==> src/rtl/scan_mux.sv <==
// scan_mux -- registered N_CH-channel, W-bit selector with manual and
// auto-scan modes behind a valid/ready output handshake.
//
// Optional feature macro: SCAN_MUX_MASK_EN
//   When defined, adds the ch_mask input. Auto-scan then visits only the
//   channels whose mask bit is set. Manual mode ignores the mask.
//
// Parameters:
//   N_CH  - number of input channels (>= 2)
//   W     - bits per channel
//   SEL_W - select/index width, derived from N_CH (leave at default)
//   DWELL - accepted samples per channel in auto-scan (>= 1)
//
// Ports:
//   clk       in   rising-edge clock
//   rst_n     in   asynchronous active-low reset
//   en        in   block enable
//   mode      in   0 = manual, 1 = auto-scan
//   sel       in   manual channel select
//   in_data   in   packed channels, channel k = in_data[k*W +: W]
//   ch_mask   in   per-channel scan enable (SCAN_MUX_MASK_EN only)
//   out_data  out  registered selected sample
//   out_sel   out  channel index of out_data
//   out_valid out  out_data/out_sel valid
//   out_ready in   consumer accepts when out_valid && out_ready
//   scan_wrap out  one-cycle pulse when auto-scan wraps back to the start
//   sel_err   out  high while the last manual load used sel >= N_CH
module scan_mux #(
  parameter int N_CH  = 4,
  parameter int W     = 1,
  parameter int SEL_W = $clog2(N_CH),
  parameter int DWELL = 4
) (
  input  logic              clk,
  input  logic              rst_n,
  input  logic              en,
  input  logic              mode,
  input  logic [SEL_W-1:0]  sel,
  input  logic [N_CH*W-1:0] in_data,
`ifdef SCAN_MUX_MASK_EN
  input  logic [N_CH-1:0]   ch_mask,
`endif
  output logic [W-1:0]      out_data,
  output logic [SEL_W-1:0]  out_sel,
  output logic              out_valid,
  input  logic              out_ready,
  output logic              scan_wrap,
  output logic              sel_err
);

  localparam int N_PAD = 1 << SEL_W;
  localparam int DW_W  = (DWELL > 1) ? $clog2(DWELL) : 1;
  localparam logic [DW_W-1:0]  DWELL_LAST = DW_W'(DWELL - 1);
  localparam logic [SEL_W-1:0] LAST_SEL   = SEL_W'(N_CH - 1);
  localparam logic [SEL_W:0]   N_CH_V     = (SEL_W + 1)'(N_CH);

  typedef enum logic [1:0] {IDLE, MANUAL, SCAN} state_t;

  state_t           state;
  logic [SEL_W-1:0] cur_sel;
  logic [DW_W-1:0]  dwell_cnt;

  // Channel table padded to a power of two: any select code above N_CH-1
  // reads zero, which is exactly the out-of-range manual result.
  logic [W-1:0] ch [N_PAD];

  genvar gi;
  generate
    for (gi = 0; gi < N_PAD; gi++) begin : g_ch
      if (gi < N_CH) begin : g_real
        assign ch[gi] = in_data[gi*W +: W];
      end else begin : g_pad
        assign ch[gi] = '0;
      end
    end
  endgenerate

  logic sel_oob;
  assign sel_oob = ({1'b0, sel} >= N_CH_V);

  // Scan index helpers:
  //   low_sel  - first channel of a fresh scan
  //   eff_sel  - channel loaded by this scan slot
  //   nxt_sel  - channel that follows eff_sel once its dwell completes
  //   nxt_wrap - moving to nxt_sel wraps the index
  //   scan_any - at least one channel is eligible for scanning
  logic [SEL_W-1:0] low_sel;
  logic [SEL_W-1:0] eff_sel;
  logic [SEL_W-1:0] nxt_sel;
  logic             nxt_wrap;
  logic             scan_any;

`ifdef SCAN_MUX_MASK_EN
  function automatic logic [SEL_W-1:0] ch_idx(input logic [SEL_W-1:0] base,
                                              input int off);
    ch_idx = SEL_W'((int'(base) + off) % N_CH);
  endfunction

  // Loops run from the far end down so the nearest set bit wins. If the
  // mask changed under cur_sel, eff_sel slides forward to the next enabled
  // channel instead of loading a masked one.
  always_comb begin
    low_sel  = '0;
    eff_sel  = cur_sel;
    nxt_sel  = cur_sel;
    scan_any = |ch_mask;
    for (int k = N_CH - 1; k >= 0; k--) begin
      if (ch_mask[k]) low_sel = SEL_W'(k);
    end
    for (int k = N_CH - 1; k >= 0; k--) begin
      if (ch_mask[ch_idx(cur_sel, k)]) eff_sel = ch_idx(cur_sel, k);
    end
    // Offset N_CH lands back on eff_sel itself: a single enabled channel
    // keeps being reselected and counts as a wrap every time.
    for (int k = N_CH; k >= 1; k--) begin
      if (ch_mask[ch_idx(eff_sel, k)]) nxt_sel = ch_idx(eff_sel, k);
    end
    nxt_wrap = (nxt_sel <= eff_sel);
  end
`else
  assign low_sel  = '0;
  assign eff_sel  = cur_sel;
  assign scan_any = 1'b1;
  assign nxt_wrap = (cur_sel == LAST_SEL);
  assign nxt_sel  = nxt_wrap ? '0 : cur_sel + 1'b1;
`endif

  // A load slot exists whenever the output register is empty or its
  // current sample is being accepted this cycle.
  logic slot;
  assign slot = !out_valid || out_ready;

  always_ff @(posedge clk or negedge rst_n) begin
    if (!rst_n) begin
      state     <= IDLE;
      cur_sel   <= '0;
      dwell_cnt <= '0;
      out_data  <= '0;
      out_sel   <= '0;
      out_valid <= 1'b0;
      scan_wrap <= 1'b0;
      sel_err   <= 1'b0;
    end else begin
      scan_wrap <= 1'b0;
      case (state)
        IDLE: begin
          out_valid <= 1'b0;
          if (en) begin
            if (mode) begin
              state     <= SCAN;
              cur_sel   <= low_sel;
              dwell_cnt <= '0;
            end else begin
              state <= MANUAL;
            end
          end
        end

        MANUAL, SCAN: begin
          if (!en) begin
            // Let a stalled sample drain before dropping to IDLE.
            if (slot) begin
              state     <= IDLE;
              out_valid <= 1'b0;
            end
          end else if (slot) begin
            if (mode != (state == SCAN)) begin
              // Mode switch consumes this slot; the first load in the new
              // mode happens on the following slot.
              out_valid <= 1'b0;
              if (mode) begin
                state     <= SCAN;
                cur_sel   <= low_sel;
                dwell_cnt <= '0;
              end else begin
                state <= MANUAL;
              end
            end else if (state == MANUAL) begin
              out_data  <= ch[sel];
              out_sel   <= sel;
              out_valid <= 1'b1;
              sel_err   <= sel_oob;
            end else if (scan_any) begin
              out_data  <= ch[eff_sel];
              out_sel   <= eff_sel;
              out_valid <= 1'b1;
              if (dwell_cnt == DWELL_LAST) begin
                dwell_cnt <= '0;
                cur_sel   <= nxt_sel;
                scan_wrap <= nxt_wrap;
              end else begin
                dwell_cnt <= dwell_cnt + 1'b1;
                cur_sel   <= eff_sel;
              end
            end else begin
              // Nothing eligible to scan: empty the output and wait.
              out_valid <= 1'b0;
            end
          end
        end

        default: state <= IDLE;
      endcase
    end
  end

endmodule

==> config.mk <==
export PLATFORM = sky130hd
export DESIGN_NAME = scan_mux
export DESIGN_NICKNAME = d
export VERILOG_FILES = /design/src/rtl/scan_mux.sv
export SDC_FILE = /design/constraint.sdc
export NUM_CORES = 1
export LEC_CHECK = 0
export CAP_MARGIN = 10
export CORE_ASPECT_RATIO = 0.8
export CORE_MARGIN = 2
export CORE_UTILIZATION = 45
export DETAILED_ROUTE_END_ITERATION = 6
export MAX_ROUTING_LAYER = met4
export PLACE_DENSITY = 0.72
export SLEW_MARGIN = 20
export SYNTH_ARGS = -nofsm -noshare
export SYNTH_HDL_FRONTEND = slang
export SYNTH_SLANG_ARGS = --single-unit
==> constraint.sdc <==
create_clock -name clk -period 2.65 [get_ports clk]
set_input_delay 0.265 -clock clk [delete_from_list [all_inputs] [get_ports clk]]
set_output_delay 0.265 -clock clk [all_outputs]
set_load 0.01 [all_outputs]
==> parameters.txt <==
Parameter                              Value

Yosys
  Yosys warning total ... 0
  Post-synthesis area per instance ... between 10 and 15 µm²
  Library cell occupying the most area in the post-synthesis netlist ... dfrtp_1
  Proportion of synthesized chip area in sequential cells ... 0.3459
  Count of state elements after synthesis ... 11
  List of most frequent post-synthesis cells ... dfrtp_1 (11), ha_1 (7), inv_1 (5), mux2_2 (4), nor2b_1 (4)
  Post-Syn Instances ... 70
  Leading cell type by number of instances after synthesis ... dfrtp_1
  Dominant cells by area after synthesis ... dfrtp_1 (35%), ha_1 (11%), mux2_2 (5.7%)
  Number of synthesized flops with an enable pin ... 0
  Syn Std Cell Area ... approximately 800 µm²
  Proportion of netlist area held by the largest area contributor ... 0.3459
  Net count of the mapped netlist ... 88
  Share of synthesized registers carrying an async set or reset ... 1.000
  Commonest register cell after synthesis ... dfrtp_1
  Number of library cell types mapped by synthesis ... 31

Drt
  Wire length on met1 ... slightly above 700 µm
  First-pass iteration count of the detailed router ... 4
  DR WL/cell ... between 10 and 15 µm
  Routed wl met2 ... approximately 650 µm
  Top routing layer used ... met4
  Post-detailed-route via-to-cell ratio ... around 5.3
  Met3 Routed Length ... around 57 µm
  Residual DRC ... 0
  Final wirelength ... around 1400 µm
  Via count ... between 500 and 600
  Remaining number of nets flagged by the antenna check after routing ... 0
  DRC marker count from the first detailed-route iteration ... 10

Setup path
  Critical path class ... reg -> reg
  Critical Path Sink Type ... flop
  Crit path required time ... ~2.8 ns
  Worst EP arrival ... approximately 2.2 ns
  Kind of start point of the critical path ... flop
  Worst path buffer plus inverter count ... 1
  Critical-path cell list ... inv_1 > ha_1 > and2_1 > a221oi_2 > mux2_2
  Worst reg2reg setup slack ... between 0.6 and 0.7 ns
  Slowest Stage Delay on Critical Path ... 0.42 ns
  Maximum fanout along the worst path ... 7
  Slowest CP cell ... dfrtp_1
  Cell type group with the largest total delay on the critical path ... flip-flops

STA
  Post-layout min period ... between 1.5 and 2 ns
  Final Hold Fails ... 0
  Fmax achieved ... 500.1 MHz
  Worst setup skew after layout ... ~0.012 ns
  Crit path setup slack, layout ... approximately 0.65 ns
  Crit share post-route ... 0.7546
  Setup tns final ... 0 ns
  Endpoints failing setup ... 0
  Number of max-slew violations in the final report ... 0
  Unrepaired setup endpoints after global routing ... no

Global routing
  Global routing usage summed across all routing layers ... 0.1667
  Via count of the first global-routing pass ... 517
  Antenna violations before repair ... 0
  Total congestion overflow after global routing ... 0
  Largest net degree at the start of global routing ... 12
  First-pass GRT wire length ... roughly 2500 µm

Power and ir drop
  PD cells ... ~860 nW/µm²
  Static leakage ... 0.4343 nW
  Sum of internal, switching and leakage power ... 830.1 µW
  Max rail drop VDD ... approximately 0.51 mV

Run status
  Run status ... complete, no violations

Place
  Post-DP HPWL ... 1122 µm
  Worst slack, placed ... around 0.66 ns
  Final estimated routing congestion in global placement ... around 0.76
  Port Buf Inserts ... 15

Floorplan
  Number of standard-cell rows in the floorplan ... 13
  Starting utilization of the core area ... 0.4844
  IO Pins ... 17
  Die X ... around 51 µm
  Core box area ... 1643 µm²
  Full die area ... ~2100 µm²
  Die H ... about 42 µm

CTS
  Reg clk slew, reported paths ... 0.07 ns
  H-Tree Level Count ... 1
  Post-CTS setup-driven buffer insertion count ... 0
  CTS Root Buffer Type ... clkbuf_4
  Clock sinks ... 11
  Post-CTS sizing ... 0
  Clock tree from TritonCTS ... done
  Number of hold buffers added after cts ... 0
  Maximum root-to-sink buffer count ... 2
  Clock insertion delay at the later pin of the skew report ... 0.27 ns
  Cts bufs inserted ... 3

Cells and area
  Number of nets in the finished design ... roughly 100
  Share of post-route cells with drive strength above 1 ... 0.2000
  Area added between synthesis and finish ... 21.38%
  Fill cell count ... between 100 and 150
  Core Util, Final ... 0.5880
  Final antenna diode count ... 0

Flow run
  Max-Cap Viols ... 0

Hold path
  Worst min path class ... in -> async
power by group:
part,internal [mW],switching [mW],leakage [nW]
Combinational,0.247,0.219,0.273
Sequential,0.214,0.0376,0.147
Clock,0.0582,0.0548,0.0150
per-layer routing:
metal,up-vias,GRT usage
met4,0,0.04865
met5,-,-
met3,2,0.06475
met1,272,0.2317
li1,284,-
met2,6,0.2234
registers in the layout, summed over array words and instances (netlist names):
signal     cells
scan_wrap      1
dwell_cnt      2
out_valid      1
out_sel        2
cur_sel        2
out_data       1
state          2
cell usage in the layout, fill, tap and decap left out, types with 2 or more instances in the layout:
master           netlist  final
mux2_2                 4      4
nand2b_1               2      2
nor2_1                 2      2
o221ai_1               2      2
dfrtp_1               11     11
mux2_4                 3      3
clkbuf_4               0      3
nand3_1                2      2
nand2_1                3      3
nor2b_1                4      4
mux4_2                 2      2
nor3_1                 2      2
inv_1                  5      5
ha_1                   7      7
a32o_1                 2      2
mux2i_1                2      2
clkdlybuf4s50_1        0     15
through the flow:
stage	hold WS [ns]	instances	instance area, µm²
after CTS	0.3407	107	965.9
after global placement	0.5073	103	939.7
after detailed placement	0.5053	103	939.7
final	0.3196	107	965.9
after global routing	0.3689	107	965.9
after floorplan	-0.03059	70	795.8
path summary, 6_finish.rpt:
kind / startpoint / end / cells after the start
worst max-delay path: state[0] / state[0] / 5
worst min-delay path: rst_n / dwell_cnt[1] / 1
worst max register to register: state[0] / state[0] / 5
worst min register to register: out_sel[0] / out_sel[0] / 1
max in group asynchronous: rst_n / state[1] / 1
min in group clk: out_sel[0] / out_sel[0] / 1
area by class of cell:
type / count / area, µm² / share of cell area
Multi-Input combinational cell: 50 / 467.9 / 0.4845
Sequential cell: 11 / 275.3 / 0.2850
Timing Repair Buffer: 15 / 150.1 / 0.1554
Tap cell: 22 / 27.53 / 0.02850
Clock buffer: 4 / 26.28 / 0.02720
Inverter: 5 / 18.77 / 0.01943
cell families (layout without fill, tap and decap cells):
family	count (synthesis)	after routing	synth area share
multiplexers	11	11	0.1950
other	1	1	0.004712
AO/OA/AOI/OAI	11	11	0.1258
XOR/XNOR	1	1	0.01101
flip-flops	11	11	0.3459
buffers and inverters	9	24	0.06604
adder cells (fa/ha/maj)	7	7	0.1101
AND/OR/NAND/NOR	19	19	0.1415
Note: power is estimated with default switching activity, not from simulation.
